[src/rtl/timer_bank.sv]
// timer_bank: one shared prescaler produces a base tick. N_CH independent
// channels count a programmable number of base ticks and emit a one-cycle
// expiry pulse, in one-shot or periodic mode. Every register runs on clk;
// there are no derived clocks.
module timer_bank #(
  parameter int CLK_HZ  = 100000000,
  parameter int TICK_HZ = 10,
  parameter int N_CH    = 4,
  parameter int CNT_W   = 8
) (
  input  logic                    clk,
  input  logic                    rst,
  input  logic                    en,
  input  logic                    clr,
  input  logic [N_CH-1:0]         start,
  input  logic [N_CH-1:0]         cancel,
  input  logic [N_CH-1:0]         periodic,
  input  logic [N_CH*CNT_W-1:0]   load_val,
  output logic                    tick,
  output logic [N_CH-1:0]         busy,
  output logic [N_CH-1:0]         expired
);

  localparam int DIV   = CLK_HZ / TICK_HZ;
  localparam int PRE_W = (DIV > 1) ? $clog2(DIV) : 1;

  localparam logic [PRE_W-1:0] PRE_MAX = PRE_W'(DIV - 1);
  localparam logic [PRE_W-1:0] PRE_ONE = PRE_W'(1);
  localparam logic [CNT_W-1:0] CNT_ONE = CNT_W'(1);
  localparam logic [CNT_W-1:0] CNT_ZERO = '0;

  // The divider must be an exact integer of at least 2.
  if (DIV < 2 || (CLK_HZ % TICK_HZ) != 0) begin : g_div_check
    $error("timer_bank: CLK_HZ/TICK_HZ must be an integer >= 2");
  end

  typedef enum logic {
    IDLE = 1'b0,
    RUN  = 1'b1
  } state_t;

  logic [PRE_W-1:0] pre;

  state_t           state      [N_CH];
  state_t           state_nx   [N_CH];
  logic [CNT_W-1:0] cnt        [N_CH];
  logic [CNT_W-1:0] cnt_nx     [N_CH];
  logic [CNT_W-1:0] reload     [N_CH];
  logic [CNT_W-1:0] reload_nx  [N_CH];
  logic [N_CH-1:0]  mode;
  logic [N_CH-1:0]  mode_nx;
  logic [N_CH-1:0]  expired_nx;

  // Prescaler: counts enabled cycles and raises tick for one cycle every DIV.
  always_ff @(posedge clk or posedge rst) begin
    if (rst) begin
      pre  <= '0;
      tick <= 1'b0;
    end else if (clr) begin
      pre  <= '0;
      tick <= 1'b0;
    end else if (en) begin
      if (pre == PRE_MAX) begin
        pre  <= '0;
        tick <= 1'b1;
      end else begin
        pre  <= pre + PRE_ONE;
        tick <= 1'b0;
      end
    end else begin
      tick <= 1'b0;
    end
  end

  // Channel next-state: clr, then cancel, then start, then tick decrement.
  // A decrement uses the registered tick alone, so a tick already issued
  // when en drops is still consumed and every expiry slips by exactly the
  // number of disabled cycles. Cancel on an idle channel does nothing but
  // still masks a simultaneous start.
  always_comb begin
    for (int i = 0; i < N_CH; i++) begin
      state_nx[i]   = state[i];
      cnt_nx[i]     = cnt[i];
      reload_nx[i]  = reload[i];
      mode_nx[i]    = mode[i];
      expired_nx[i] = 1'b0;

      if (clr) begin
        state_nx[i] = IDLE;
        cnt_nx[i]   = CNT_ZERO;
      end else if (cancel[i]) begin
        if (state[i] == RUN) begin
          state_nx[i] = IDLE;
          cnt_nx[i]   = CNT_ZERO;
        end
      end else if (start[i]) begin
        if (load_val[i*CNT_W +: CNT_W] != CNT_ZERO) begin
          state_nx[i]  = RUN;
          cnt_nx[i]    = load_val[i*CNT_W +: CNT_W];
          reload_nx[i] = load_val[i*CNT_W +: CNT_W];
          mode_nx[i]   = periodic[i];
        end else begin
          state_nx[i]   = IDLE;
          expired_nx[i] = 1'b1;
        end
      end else if (state[i] == RUN && tick) begin
        if (cnt[i] > CNT_ONE) begin
          cnt_nx[i] = cnt[i] - CNT_ONE;
        end else if (cnt[i] == CNT_ONE) begin
          expired_nx[i] = 1'b1;
          if (mode[i]) begin
            cnt_nx[i] = reload[i];
          end else begin
            state_nx[i] = IDLE;
            cnt_nx[i]   = CNT_ZERO;
          end
        end
      end
    end
  end

  // Channel state register bank.
  always_ff @(posedge clk or posedge rst) begin
    if (rst) begin
      for (int i = 0; i < N_CH; i++) begin
        state[i]  <= IDLE;
        cnt[i]    <= CNT_ZERO;
        reload[i] <= CNT_ZERO;
      end
      mode    <= '0;
      expired <= '0;
    end else begin
      for (int i = 0; i < N_CH; i++) begin
        state[i]  <= state_nx[i];
        cnt[i]    <= cnt_nx[i];
        reload[i] <= reload_nx[i];
      end
      mode    <= mode_nx;
      expired <= expired_nx;
    end
  end

  // busy mirrors the RUN state of each channel.
  always_comb begin
    busy = '0;
    for (int i = 0; i < N_CH; i++) begin
      busy[i] = (state[i] == RUN);
    end
  end

endmodule
[config.mk]
export PLATFORM = sky130hd
export DESIGN_NAME = timer_bank
export DESIGN_NICKNAME = d
export VERILOG_FILES = /design/src/rtl/timer_bank.sv
export SDC_FILE = /design/constraint.sdc
export NUM_CORES = 1
export LEC_CHECK = 0
export ABC_AREA = 1
export BUFFER_PORTS_ARGS = -buffer_cell sky130_fd_sc_hd__buf_2
export CORE_ASPECT_RATIO = 1.75
export CORE_MARGIN = 5
export CORE_UTILIZATION = 61
export DETAILED_ROUTE_END_ITERATION = 8
export PLACE_DENSITY_LB_ADDON = 0.15
export SLEW_MARGIN = 15
export SYNTH_ARGS = -nofsm -noshare
export SYNTH_HDL_FRONTEND = slang
export SYNTH_SLANG_ARGS = --single-unit
[constraint.sdc]
create_clock -name clk -period 4.3 [get_ports clk]
set_input_delay 1.29 -clock clk [delete_from_list [all_inputs] [get_ports clk]]
set_output_delay 1.29 -clock clk [all_outputs]
set_load 0.01 [all_outputs]
==> results of run 1 <==
[worst reg2reg max path, delay by kind of cell, from the launching register on]
| family | cells | cell delay (ps) |
|---|---|---|
| flops | 1 | 410 |
| compound gates | 2 | 450 |
| buf+inv | 1 | 140 |
| simple gates | 5 | 410 |
| fa+ha+maj | 1 | 300 |
[power breakdown]
part           switching (uW)  internal [uW]  total, uW
clock network             356            483        839
registers                88.5           1040       1130
logic                     539            285        824
total                     984           1810       2790
[final timing paths]
check	slack (ps)	depth (start not counted)	end	start
hold / removal	490	2	reload[5]	reload[5]
hold reg to reg	490	2	reload[5]	reload[5]
setup reg to reg	2490	9	cnt[23]	cnt[16]
setup / recovery	1790	7	mode[0]	clr
min in group asynchronous	1060	2	pre[7]	rst
max in group asynchronous	2450	3	cnt[3]	rst
[metal layers]
layer  vias to the layer above  GRT usage (%)  part of all wire (%)
met5                         -              0                 0.062
met4                         2           13.8                   4.3
met3                        55           4.30                   4.0
met2                       171           51.8                    54
met1                      3007           29.1                    38
li1                       3381              -                     -
[cell usage in the layout, fill, tap and decap left out, types with 2 or more instances in the layout]
| cell type | synthesis | routed |
|---|---|---|
| ha_1 | 9 | 9 |
| clkbuf_8 | 0 | 2 |
| o211ai_1 | 4 | 4 |
| nand3b_1 | 4 | 4 |
| o21ai_1 | 2 | 2 |
| o21ai_0 | 47 | 47 |
| xnor2_1 | 6 | 6 |
| nor2_4 | 11 | 11 |
| o21bai_1 | 5 | 5 |
| clkinvlp_4 | 0 | 2 |
| buf_4 | 1 | 3 |
| nor2_2 | 12 | 12 |
| inv_1 | 133 | 132 |
| a21oi_1 | 42 | 42 |
| nand3_1 | 88 | 88 |
| nand2_2 | 16 | 16 |
| dfrtp_1 | 101 | 101 |
| xor2_1 | 12 | 12 |
| clkbuf_16 | 0 | 9 |
| nand4_1 | 23 | 23 |
| buf_2 | 11 | 56 |
| nor3_1 | 3 | 3 |
| nand2_1 | 384 | 384 |
| nor2_1 | 110 | 110 |
| nand3b_2 | 3 | 3 |
| a21oi_4 | 4 | 4 |
| inv_2 | 2 | 2 |
[final cells by class]
cell class	instances	area, um2	area share (%)
multi-input cells	792	3740	49.5
flip-flops and latches	101	2530	33.4
inverters	136	513	6.78
repair buffers	59	303	4.00
clock buffers	11	253	3.34
well taps	132	165	2.18
clock inverters	5	58.8	0.778
[state kept, by name, summed over array words and instances, names as in the netlist]
| register | count |
|---|---|
| busy | 4 |
| tick | 1 |
| mode | 4 |
| expired | 4 |
| pre | 24 |
| reload | 32 |
| cnt | 32 |
[cells by family after synthesis]
family	after synthesis	share of synthesized area, %
fa+ha+maj	9	1.64
flops	101	36.8
buf+inv	156	8.77
simple gates	657	41.4
compound gates	108	9.12
xor+xnor	18	2.29
[synth_stat cells, types with 2 or more instances]
master	n	area (um2)
dfrtp_1	101	2530
clkbuf_1	8	30.0
a21oi_4	4	65.1
nor2_2	12	75.1
buf_2	11	55.1
o21ai_0	47	235
nand3b_1	4	30.0
ha_1	9	113
inv_1	133	499
nand2_2	16	100
nand2_1	384	1440
o21bai_1	5	37.5
nor2_4	11	124
nand4_1	23	144
a21oi_1	42	210
o21ai_1	2	10.0
nor3_1	3	15.0
nand3_1	88	440
o211ai_1	4	30.0
nor2_1	110	413
xnor2_1	6	52.6
xor2_1	12	105
nand3b_2	3	33.8
inv_2	2	7.51
[metrics by stage]
stage,instance area (um2),cells
2_1_floorplan,6870,1049
3_3_place_gp,7250,1220
3_5_place_dp,7250,1220
4_1_cts,7560,1236
5_1_grt,7560,1236
6_report,7560,1236
==> flow_summary.toml, run 1 <==
[synth]
ys_async_sr_fraction_pct = 100
synth_area_um2 = 6870
ys_ff_latch = 101
yosysSeqAreaShare_pct = 36.8
postSynthCellCount = 1049
synth_nets = 1106
synth_ff_type = "dfrtp_1"
yosysWarnings = 0
avgSynthCellArea_um2 = 6.55
synth_edf_count = 0
ys_types = 33

[detailed_routing]
post_drt_wl_per_cell_um = 14.4
viasPerCell = 5.35
ant_nets = 0
vias = 6616
drt_iter0_markers = 404
wirelength_um = 17800
remaining_drc_errors = 0
dr.pass1.iters = 5

[global_routing]
antenna_found_initial = 1
grt.total_usage_pct = 27.4
grt_pass1_vias = 6561
grt_max_degree = 59
grt_first_pass_wirelength_um = 30400
gr-total-overflow = 0

[floorplan]
initial_core_util_pct = 61.9
dieArea_um2 = 13600
die_w_um = 90.2
rows = 51
die_height_um = 150
io_pins = 57
coreArea_um2 = 11100

[sta]
period_share_pct = 58.3
fin_crit_ps = 2510
rsz0062_at_grt = "no"
max-slew-margin-rel_pct = 51.4
skew_ps = 5.58
fmax_mhz = 399
worstMarginPinSlew_ps = 730
setup_viol = 0
finalHoldViolCount = 0
setup_slack_ps = 1790
finalSetupTns_ps = 0
final-max-slew-violation-count = 0
worst_hold_slack_ps = 489

[clocking]
clock_latency_ps = 340
cts_sinks = 101
htree_levels = 3
cts_buffer_depth = 2
cts_tree = "done"
cts-root-buf = "clkbuf_16"
cts.clk_slew.worst_paths_ps = 70
numCtsBuffers = 9
postCtsSetupBuffers = 0
cts_resized = 0
postCtsHoldBufs = 0

[critical_path]
cp_slowest_cell = "inv_2"
endpoint_kind = "register"
cp_cell_sequence = "buf_2 -> inv_2 -> nand2_2 -> inv_1 -> nand3b_2 -> nor2_1 -> a21oi_1"
critPathMaxFanout = 19
cp-start-kind = "primary input"
worstPathArrival_ps = 2730
critPathBufInv = 3
crit_type = "in2reg"
required_ps = 4520
slowest_delay_ps = 340
crit_family = "buffers and inverters"

[finish]
final_util_pct = 68.1
area_growth_pct = 10.0
drive_gt1_share_pct = 11.6
nNetsFinal = 1156
antenna_cells = 0
fillerInstances = 1034

[placed_design]
gp_congestion = 1.01
place_hpwl_um = 14000
post-place-ws_ps = 1450
portBuffers = 56

[power_and_ir_drop]
max-vdd-ir-drop_uv = 287
total_power_uw = 2790
p_leak_uw = 0.00410
power.density_nw_per_um2 = 369

[worst_hold_path]
hold_class = "reg2reg"

[flow_run]
maxCapViolCount = 0

[status]
status = "finished, final reports clean"
Note: power is estimated with default switching activity, not from simulation.
==> run 2: changes to the inputs <==
==> constraint.sdc (replaced) <==
create_clock -name clk -period 2.35 [get_ports clk]
set_input_delay 0.705 -clock clk [delete_from_list [all_inputs] [get_ports clk]]
set_output_delay 0.705 -clock clk [all_outputs]
set_load 0.01 [all_outputs]
==> run 2 against run 1 <==
Compared with the run above: worst hold slack worse by 73 ps; clock skew rose by 2.9 ps; critical endpoint is now cnt[23]; design area rose by 1.1%; highest routed layer is now met4; register-to-register slack worse by 1900 ps; utilization rose by 0.75 points; sequential share of layout area down 0.37 points; wire length is 2.3% lower; clock-buffer cell count unchanged; sequential power up 83%.
==> flow_summary.toml, run 2 (synthesized netlist as in run 1, its figures left out) <==
[clocking]
cts-root-buf = "clkbuf_16"
htree_levels = 3
cts_resized = 0
cts_buffer_depth = 2
cts.clk_slew.worst_paths_ps = 70
numCtsBuffers = 9
cts_sinks = 101
postCtsSetupBuffers = 0
postCtsHoldBufs = 0
clock_latency_ps = 340
cts_tree = "done"

[floorplan]
die_w_um = 90.2
die_height_um = 150
dieArea_um2 = 13600
io_pins = 57
coreArea_um2 = 11100
initial_core_util_pct = 61.9
rows = 51

[detailed_routing]
ant_nets = 0
viasPerCell = 5.28
drt_iter0_markers = 289
post_drt_wl_per_cell_um = 14.0
wirelength_um = 17400
vias = 6545
remaining_drc_errors = 0
dr.pass1.iters = 8

[sta]
fin_crit_ps = 1810
worstMarginPinSlew_ps = 577
finalSetupTns_ps = 0
finalHoldViolCount = 0
setup_viol = 0
period_share_pct = 76.9
fmax_mhz = 553
skew_ps = 8.46
max-slew-margin-rel_pct = 61.4
final-max-slew-violation-count = 0
rsz0062_at_grt = "no"

[finish]
drive_gt1_share_pct = 11.8
regArea_um2 = 2530
final_common_cell = "nand2_1"
final_cell_mix = "nand2_1, inv_1, nor2_1, dfrtp_1, nand3_1"
multi_input_area_um2 = 3740
largestRegisters = "cnt (32), reload (32), pre (24)"
fillerInstances = 1050
antenna_cells = 0
area_growth_pct = 11.3
nNetsFinal = 1160

[critical_path]
critPathMaxFanout = 8
endpoint_kind = "register"
slowest_delay_ps = 410
crit_type = "reg2reg"
cp_slowest_cell = "dfrtp_1"
cp-start-kind = "register"
required_ps = 2590
worstPathArrival_ps = 2050
cpMostUsedCell = "nand2_1"
cp_cell_sequence = "inv_1 -> ha_1 -> nand2_2 -> a21oi_4 -> o21ai_0 -> nand2_1 -> nand2_1 -> nand2_1 -> nand2_1"

[worst_hold_path]
hold_class = "in2async"

[global_routing]
antenna_found_initial = 0
grt_max_degree = 27
grt_first_pass_wirelength_um = 29400
grt_pass1_vias = 6437
grt.total_usage_pct = 26.4
gr-total-overflow = 0

[power_and_ir_drop]
max-vdd-ir-drop_uv = 477
p_leak_uw = 0.00414
total_power_uw = 5200
power.density_nw_per_um2 = 681

[placed_design]
gp_congestion = 0.980
place_hpwl_um = 13600
portBuffers = 56

[status]
status = "finished, final reports clean"

[flow_run]
maxCapViolCount = 0
## run 2: through the flow
step / hold WS, ps / instance area, um2 / worst slack [ps] / std cells / utilization [%]
2_1_floorplan: 453 / 6880 / 441 / 1049 / -
3_3_place_gp: 468 / 7320 / 331 / 1224 / 65.9
3_5_place_dp: 473 / 7320 / 293 / 1224 / 65.9
4_1_cts: 426 / 7650 / 499 / 1240 / 68.9
5_1_grt: 452 / 7650 / 360 / 1240 / 68.9
6_report: 415 / 7650 / 542 / 1240 / 68.9
## run 2: power by group
part | internal (uW) | switching, uW | leakage, uW | total, uW
clock network | 965 | 649 | 0.000152 | 1610
registers | 1910 | 163 | 0.00132 | 2070
logic | 533 | 988 | 0.00266 | 1520
## run 2: routing by layer
layer	global-route usage, %	share of wire [%]	routed length, um
met1	28.1	39	6790
met2	50.1	53	9290
met3	3.50	3.3	579
met4	13.4	4.1	705
met5	0	0	0
## run 2: path summary, 6_finish.rpt
kind / start / endpoint / slack, ps / cells after the start
worst max-delay path: cnt[16] / cnt[23] / 540 / 9
worst min-delay path: rst / pre[15] / 420 / 2
worst max register to register: cnt[16] / cnt[23] / 540 / 9
worst min register to register: reload[27] / reload[27] / 490 / 2
max in group asynchronous: rst / cnt[14] / 1400 / 3
min in group clk: reload[27] / reload[27] / 490 / 2
## run 2: cell type report
| cell class | count | area share [%] |
|---|---|---|
| clock buffers | 11 | 3.17 |
| repair buffers | 63 | 4.84 |
| well taps | 132 | 2.16 |
| clock inverters | 5 | 1.10 |
| inverters | 136 | 6.73 |
| multi-input cells | 792 | 48.9 |
| flip-flops and latches | 101 | 33.1 |
## run 2: worst max-delay path, delay by kind of cell, from the launching register on
family | cells | cell delay [ps]
AOI/OAI and AO/OA | 2 | 460
DFF | 1 | 410
buffers and inverters | 1 | 120
and+or+nand+nor | 5 | 400
adders and majority gates | 1 | 310
